===== src/rtl/mem_access_unit_if.sv =====
// Bundles the pipeline request and data-memory signals seen by the MEM-stage access unit.
// The master side is the pipeline plus memory; the slave side is the access unit.
interface mem_access_unit_if;
   logic        req_read;
   logic        req_write;
   logic [1:0]  req_size;
   logic        req_unsigned;
   logic [31:0] req_addr;
   logic [31:0] req_wdata;
   logic        flush;
   logic        dm_MemRead;
   logic        dm_MemWrite;
   logic [31:0] dm_addr;
   logic [31:0] dm_writeData;
   logic [31:0] dm_readData;
   logic [31:0] load_data;
   logic        stall;
   logic        misalign;

   modport master (
      output req_read, req_write, req_size, req_unsigned, req_addr, req_wdata, flush,
             dm_readData,
      input  dm_MemRead, dm_MemWrite, dm_addr, dm_writeData, load_data, stall, misalign
   );

   modport slave (
      input  req_read, req_write, req_size, req_unsigned, req_addr, req_wdata, flush,
             dm_readData,
      output dm_MemRead, dm_MemWrite, dm_addr, dm_writeData, load_data, stall, misalign
   );
endinterface


===== src/rtl/mem_access_unit.sv =====
// MEM-stage front end: byte/half/word loads with extension, sub-word stores as a
// two-cycle read-modify-write, and fault detection for misaligned or illegal requests.
module mem_access_unit #(
   parameter int unsigned COUNT_W = 16
) (
   input  logic               clk,
   input  logic               reset,
   mem_access_unit_if.slave   bus,
   output logic [31:0]        bad_addr,
   output logic [COUNT_W-1:0] rmw_cnt,
   output logic [COUNT_W-1:0] fault_cnt
);

   typedef enum logic [0:0] {StIdle, StRmwWr} state_e;

   localparam logic [COUNT_W-1:0] CntOne = {{(COUNT_W-1){1'b0}}, 1'b1};

   state_e             state_q, state_d;
   logic [31:0]        merge_q, merge_d;
   logic [31:0]        bad_addr_q, bad_addr_d;
   logic [COUNT_W-1:0] rmw_cnt_q, rmw_cnt_d;
   logic [COUNT_W-1:0] fault_cnt_q, fault_cnt_d;

   logic        active;
   logic        fault;
   logic [7:0]  byte_sel;
   logic [15:0] half_sel;
   logic [31:0] load_ext;
   logic [31:0] merged;

   assign active = bus.req_read | bus.req_write;

   always_comb begin
      fault = 1'b0;
      if (active) begin
         fault = (bus.req_read & bus.req_write)
               | (bus.req_size == 2'b11)
               | ((bus.req_size == 2'b01) & bus.req_addr[0])
               | ((bus.req_size == 2'b10) & (bus.req_addr[1:0] != 2'b00));
      end
   end

   // Little-endian lane extraction and extension for loads.
   always_comb begin
      byte_sel = bus.dm_readData[7:0];
      unique case (bus.req_addr[1:0])
         2'b00: byte_sel = bus.dm_readData[7:0];
         2'b01: byte_sel = bus.dm_readData[15:8];
         2'b10: byte_sel = bus.dm_readData[23:16];
         2'b11: byte_sel = bus.dm_readData[31:24];
         default: byte_sel = bus.dm_readData[7:0];
      endcase
      half_sel = bus.req_addr[1] ? bus.dm_readData[31:16] : bus.dm_readData[15:0];
      unique case (bus.req_size)
         2'b00:   load_ext = {{24{~bus.req_unsigned & byte_sel[7]}}, byte_sel};
         2'b01:   load_ext = {{16{~bus.req_unsigned & half_sel[15]}}, half_sel};
         default: load_ext = bus.dm_readData;
      endcase
   end

   // Old word with the target lane replaced; captured at the end of the RMW read cycle.
   always_comb begin
      merged = bus.dm_readData;
      if (bus.req_size == 2'b00) begin
         merged[{bus.req_addr[1:0], 3'b000} +: 8] = bus.req_wdata[7:0];
      end else begin
         merged[{bus.req_addr[1], 4'b0000} +: 16] = bus.req_wdata[15:0];
      end
   end

   assign bus.dm_addr = {bus.req_addr[31:2], 2'b00};

   always_comb begin
      state_d          = state_q;
      merge_d          = merge_q;
      bad_addr_d       = bad_addr_q;
      rmw_cnt_d        = rmw_cnt_q;
      fault_cnt_d      = fault_cnt_q;
      bus.dm_MemRead   = 1'b0;
      bus.dm_MemWrite  = 1'b0;
      bus.dm_writeData = 32'h0;
      bus.load_data    = 32'h0;
      bus.stall        = 1'b0;
      bus.misalign     = 1'b0;
      unique case (state_q)
         StIdle: begin
            if (active) begin
               if (fault) begin
                  bus.misalign = 1'b1;
                  bad_addr_d   = bus.req_addr;
                  if (fault_cnt_q != '1) fault_cnt_d = fault_cnt_q + CntOne;
               end else if (bus.req_read) begin
                  bus.dm_MemRead = 1'b1;
                  bus.load_data  = load_ext;
               end else if (bus.req_size == 2'b10) begin
                  bus.dm_MemWrite  = 1'b1;
                  bus.dm_writeData = bus.req_wdata;
               end else begin
                  bus.dm_MemRead = 1'b1;
                  bus.stall      = 1'b1;
                  merge_d        = merged;
                  state_d        = StRmwWr;
               end
            end
         end
         StRmwWr: begin
            state_d          = StIdle;
            bus.dm_writeData = merge_q;
            if (!bus.flush) begin
               bus.dm_MemWrite = 1'b1;
               if (rmw_cnt_q != '1) rmw_cnt_d = rmw_cnt_q + CntOne;
            end
         end
         default: state_d = StIdle;
      endcase
      // Strobes must be quiet while reset is held, including mid-RMW.
      if (reset) begin
         bus.dm_MemRead  = 1'b0;
         bus.dm_MemWrite = 1'b0;
         bus.stall       = 1'b0;
         bus.misalign    = 1'b0;
      end
   end

   always_ff @(posedge clk) begin
      if (reset) begin
         state_q     <= StIdle;
         merge_q     <= 32'h0;
         bad_addr_q  <= 32'h0;
         rmw_cnt_q   <= '0;
         fault_cnt_q <= '0;
      end else begin
         state_q     <= state_d;
         merge_q     <= merge_d;
         bad_addr_q  <= bad_addr_d;
         rmw_cnt_q   <= rmw_cnt_d;
         fault_cnt_q <= fault_cnt_d;
      end
   end

   assign bad_addr  = bad_addr_q;
   assign rmw_cnt   = rmw_cnt_q;
   assign fault_cnt = fault_cnt_q;

endmodule


===== src/flat_wrapper.sv =====
// flat-port wrapper written by rule: the top's interface ports become plain ports
module mem_access_unit_flat 
#(
   parameter int unsigned COUNT_W = 16
)
  (clk, reset, bad_addr, rmw_cnt, fault_cnt, bus_req_read, bus_req_write, bus_req_size, bus_req_unsigned, bus_req_addr, bus_req_wdata, bus_flush, bus_dm_readData, bus_dm_MemRead, bus_dm_MemWrite, bus_dm_addr, bus_dm_writeData, bus_load_data, bus_stall, bus_misalign);
  mem_access_unit_if bus_i ();
  input  logic clk;
  input  logic reset;
  output logic [31:0] bad_addr;
  output logic [COUNT_W-1:0] rmw_cnt;
  output logic [COUNT_W-1:0] fault_cnt;
  input wire logic [$bits(bus_i.req_read)-1:0] bus_req_read;
  input wire logic [$bits(bus_i.req_write)-1:0] bus_req_write;
  input wire logic [$bits(bus_i.req_size)-1:0] bus_req_size;
  input wire logic [$bits(bus_i.req_unsigned)-1:0] bus_req_unsigned;
  input wire logic [$bits(bus_i.req_addr)-1:0] bus_req_addr;
  input wire logic [$bits(bus_i.req_wdata)-1:0] bus_req_wdata;
  input wire logic [$bits(bus_i.flush)-1:0] bus_flush;
  input wire logic [$bits(bus_i.dm_readData)-1:0] bus_dm_readData;
  output wire logic [$bits(bus_i.dm_MemRead)-1:0] bus_dm_MemRead;
  output wire logic [$bits(bus_i.dm_MemWrite)-1:0] bus_dm_MemWrite;
  output wire logic [$bits(bus_i.dm_addr)-1:0] bus_dm_addr;
  output wire logic [$bits(bus_i.dm_writeData)-1:0] bus_dm_writeData;
  output wire logic [$bits(bus_i.load_data)-1:0] bus_load_data;
  output wire logic [$bits(bus_i.stall)-1:0] bus_stall;
  output wire logic [$bits(bus_i.misalign)-1:0] bus_misalign;
  assign bus_i.req_read = bus_req_read;
  assign bus_i.req_write = bus_req_write;
  assign bus_i.req_size = bus_req_size;
  assign bus_i.req_unsigned = bus_req_unsigned;
  assign bus_i.req_addr = bus_req_addr;
  assign bus_i.req_wdata = bus_req_wdata;
  assign bus_i.flush = bus_flush;
  assign bus_i.dm_readData = bus_dm_readData;
  assign bus_dm_MemRead = bus_i.dm_MemRead;
  assign bus_dm_MemWrite = bus_i.dm_MemWrite;
  assign bus_dm_addr = bus_i.dm_addr;
  assign bus_dm_writeData = bus_i.dm_writeData;
  assign bus_load_data = bus_i.load_data;
  assign bus_stall = bus_i.stall;
  assign bus_misalign = bus_i.misalign;
  mem_access_unit #(.COUNT_W(COUNT_W)) u_core (.clk(clk), .reset(reset), .bus(bus_i), .bad_addr(bad_addr), .rmw_cnt(rmw_cnt), .fault_cnt(fault_cnt));
endmodule

===== config.mk =====
export PLATFORM = sky130hd
export DESIGN_NAME = mem_access_unit_flat
export DESIGN_NICKNAME = d
export VERILOG_FILES = /design/src/rtl/mem_access_unit_if.sv /design/src/rtl/mem_access_unit.sv /design/src/flat_wrapper.sv
export SDC_FILE = /design/constraint.sdc
export NUM_CORES = 1
export LEC_CHECK = 0
export BUFFER_PORTS_ARGS = -buffer_cell sky130_fd_sc_hd__buf_4
export CAP_MARGIN = 20
export CORE_MARGIN = 4
export CORE_UTILIZATION = 40
export CTS_CLUSTER_DIAMETER = 100
export DETAILED_ROUTE_END_ITERATION = 8
export MAX_ROUTING_LAYER = met4
export PLACE_DENSITY_LB_ADDON = 0.2
export SETUP_SLACK_MARGIN = 0.4
export SKIP_CTS_REPAIR_TIMING = 1
export SYNTH_ARGS = -nofsm -noshare
export SYNTH_HDL_FRONTEND = slang
export SYNTH_SLANG_ARGS = --single-unit
export TNS_END_PERCENT = 20

===== constraint.sdc =====
create_clock -name clk -period 3.4 [get_ports clk]
set_input_delay 0.68 -clock clk [delete_from_list [all_inputs] [get_ports clk]]
set_output_delay 0.68 -clock clk [all_outputs]
set_load 0.05 [all_outputs]

==> impl_metrics.ini <==
[global_route]
grt_pass1_vias = 5949
met3_usage_pct = 5.276
grt_busiest_layer = met2
grt_max_degree = 55
grt_remaining_overflow = 0
antenna_found_initial = 0
grt_pass1_wl_um = 31560
grtUsageMet1_pct = 30.32
track_usage_pct = 24.24
use_met2_pct = 39.33

[detailed_routing]
firstDrtPassIters = 6
via_count = 6573
drc = 0
first_iter_violations = 448
post_drt_wl_per_cell_um = 17.86
viasPerCell = 5.637
drt.antenna.violating_nets = 0
routed_wirelength_um = 20820

[power_and_ir_drop]
comb_power_share_pct = 28.5
clockPowerShare_pct = 31.9
intPower_mw = 1.989
p_leak_nw = 3.582
p_seq_share_pct = 39.5
ir_worst_vdd_v = 0.0003106
swShare_pct = 35.01
power.total_mw = 3.061
p_per_area_mw_per_mm2 = 361.7
switching_power_mw = 1.072

[clock_tree]
clkLatencyLatePin_ns = 0.35
cts.sinks = 97
cts_max_level = 3
cts_buffers = 9
cts-root-buf = clkbuf_16
cts.path.max_buffers = 2
cts_tree = built
cts.reportedPaths.clkPinSlew_ns = 0.07

[logic_synthesis]
yosysTopAreaCell = dfxtp_1
ys.flop_type = dfxtp_1
postSynthCellCount = 765
async_flop_share_pct = 0
postSynthAreaPerCell_sq_um = 7.667
synth_edf_count = 0
yosys_warnings = 0
ys_types = 58
ys_ff_latch = 97
yosys-top-cells-area = dfxtp_1, a21oi_1, nand2_1
yosys.area.top_type_share_pct = 33.11
netlist_area_sq_mm = 0.005866
ys_seq_area_share_pct = 33.11

[die]
num_rows = 43
die_w_um = 129.1
chipHeight_um = 129.1
die-area_sq_mm = 0.01667
initial_core_util_pct = 41.61
core_area_sq_mm = 0.01410
num_io_pins = 268

[sta]
max_freq_ghz = 0.3363
finalSetupTns_ns = 0
max_slew_margin_pct = 34.29
fin_crit_ns = 2.974
rsz0062_at_grt = true
holdWs_ns = 0.4539
hold_violations = 0
slew_violations = 0
clock-skew-final_ns = 0.01191
setup_viol = 0
period_share_pct = 87.47
worstMarginPinSlew_ns = 0.9856

[layout]
drive_gt1_share_pct = 37.12
fin_nets = 1092
area_delta_synth_final_pct = 44.26
nFillCells = 1327
final_util_pct = 60.03
insertedDiodeCount = 0

[setup_path]
timing.rr.end = u_core.rmw_cnt[13]
path_cells = buf_8, inv_6, ha_4, nand2b_4, nand3_4, nor3b_4, o21ai_4, buf_4, nor2_2, buf_4
cp.depth = 10
slowest_delay_ns = 0.33
r2r_slack_ns = 0.90
rr_startpoint = u_core.state_q
cp-start-kind = input port
cpLargestDelayFamily = simple AND/OR/NAND/NOR gates
endpoint_kind = output pin
startpoint = bus_req_addr[0]
crit_required_ns = 2.72
endpoint = bus_load_data[19]
cp_num_buf_inv = 4
crit_path_max_fanout = 9
crit_slowest_cell = nor3b_4
ff2ff_path_depth = 5
crit_arrival_ns = 2.29
worstSetupPathType = in2out
critPathMostFrequentCell = buf_4

[min_path]
hp-class = reg2reg

[placement]
dp_hpwl_um = 15490
place.gp.congestion = 0.9622
portBuffers = 265

[flow_run]
drv_cap = 0

[run_status]
status = finished clean
-- final cells by class --
cell class | instances | area, sq um | area share [%]
Tap cell | 180 | 225.2 | 2.662
Clock inverter | 7 | 63.81 | 0.7541
Multi-Input combinational cell | 561 | 3650 | 43.13
Clock buffer | 9 | 225.2 | 2.662
Sequential cell | 97 | 1943 | 22.96
Inverter | 21 | 96.34 | 1.139
Timing Repair Buffer | 291 | 2258 | 26.69
-- metrics by stage --
step / setup WS [ns] / cell area [sq um] / instances
4_1_cts: -0.007093 / 8295 / 1158
5_1_grt: 0.3704 / 8462 / 1166
6_report: 0.4262 / 8462 / 1166
3_3_place_gp: 0.09338 / 8006 / 1142
2_1_floorplan: 0.2466 / 6137 / 766
3_5_place_dp: -0.005348 / 8006 / 1142
-- synth_stat cells, types with 2 or more instances --
library cell	count
nand2_1	119
a21oi_1	101
dfxtp_1	97
nor2_1	82
clkbuf_1	41
a22o_1	36
buf_4	33
a221oi_1	32
nor3_1	24
mux2i_1	21
xnor2_1	21
inv_1	20
nand3_1	10
nand4_1	10
nor4_1	10
buf_2	9
o21ai_0	9
a222oi_1	7
ha_1	7
o221a_2	7
a22oi_1	5
nor2b_1	5
a221o_1	4
buf_1	3
nand2b_1	3
nor3b_1	3
o21ai_1	3
o22ai_1	3
a311oi_1	2
and4_1	2
and4b_1	2
nand3_2	2
nor4_2	2
nor4_4	2
nor4b_1	2
o21ai_2	2
or2_2	2
or3_1	2
-- how the worst min path moves through the flow --
| stage | depth (start not counted) | slack [ns] | start | endpoint |
|---|---|---|---|---|
| after floorplan | 2 | 0.44 | u_core.merge_q[10] | u_core.merge_q[10] |
| after global placement | 2 | 0.44 | u_core.bad_addr[29] | u_core.bad_addr[29] |
| after detailed placement | 2 | 0.45 | u_core.merge_q[13] | u_core.merge_q[13] |
| after CTS | 2 | 0.46 | u_core.bad_addr[12] | u_core.bad_addr[12] |
| after global routing | 2 | 0.48 | u_core.bad_addr[22] | u_core.bad_addr[22] |
| final | 2 | 0.45 | u_core.bad_addr[12] | u_core.bad_addr[12] |
-- routing by layer --
layer  wire [um]  vias to the layer above
met4         465                        0
met5           0                        -
met3        2020                       38
met1        8405                     3022
met2        9932                      349
li1            -                     3164
-- layout by cell type (no fill, tap or decap), drive strengths merged, types with 2 or more instances in the layout --
| master | synthesis | routed |
|---|---|---|
| o221a | 7 | 7 |
| or2 | 3 | 3 |
| inv | 20 | 22 |
| ha | 7 | 7 |
| a221oi | 32 | 32 |
| nand2 | 119 | 119 |
| nor3b | 4 | 4 |
| clkbuf | 41 | 9 |
| nand3 | 12 | 12 |
| nor3 | 24 | 24 |
| a21oi | 101 | 101 |
| a221o | 4 | 4 |
| nand4 | 10 | 10 |
| o21ai | 14 | 14 |
| and4b | 2 | 2 |
| a311oi | 2 | 2 |
| buf | 46 | 291 |
| a22oi | 6 | 6 |
| or3 | 2 | 2 |
| nor2 | 82 | 82 |
| and4 | 2 | 2 |
| nor4 | 14 | 14 |
| clkinv | 1 | 6 |
| dfxtp | 97 | 97 |
| nor2b | 5 | 5 |
| a222oi | 7 | 7 |
| mux2i | 21 | 21 |
| conb | 1 | 2 |
| a22o | 36 | 36 |
| xnor2 | 21 | 21 |
| nor4b | 3 | 3 |
| nand2b | 3 | 3 |
| o22ai | 3 | 3 |
-- power by group through the flow --
| stage | clock, mW | combinational (mW) | sequential (mW) |
|---|---|---|---|
| 6_report | 0.977 | 0.874 | 1.21 |
| 5_1_grt | 1.05 | 0.926 | 1.22 |
| 4_1_cts | 1.01 | 0.851 | 1.21 |
| 3_5_place_dp | 0 | 0.849 | 1.24 |
| 3_3_place_gp | 0 | 0.847 | 1.23 |
| 2_1_floorplan | 0 | 0.454 | 1.34 |
-- logic make-up after synthesis --
kind of cell / after synthesis / synth area share (%)
adders and majority gates: 7 / 1.493
xor gates and xnor gates: 22 / 3.285
and+or+nand+nor: 289 / 23.08
buffers and inverters: 108 / 9.343
other: 1 / 0.06393
AOI/OAI and AO/OA: 219 / 25.79
DFF: 97 / 33.11
muxes: 22 / 3.839
-- tightest hold or removal path, cell delays in order (launching register included) --
cell     delay (ns)
dfxtp_1        0.31
nand2_1        0.05
a21oi_1        0.05
-- sequential cells by signal, summed over array words and instances, names as in the netlist --
| signal | cells |
|---|---|
| u_core.state_q | 1 |
| u_core.rmw_cnt | 16 |
| u_core.bad_addr | 32 |
| u_core.merge_q | 32 |
| u_core.fault_cnt | 16 |
No activity file was read; power rests on OpenSTA's default activity.
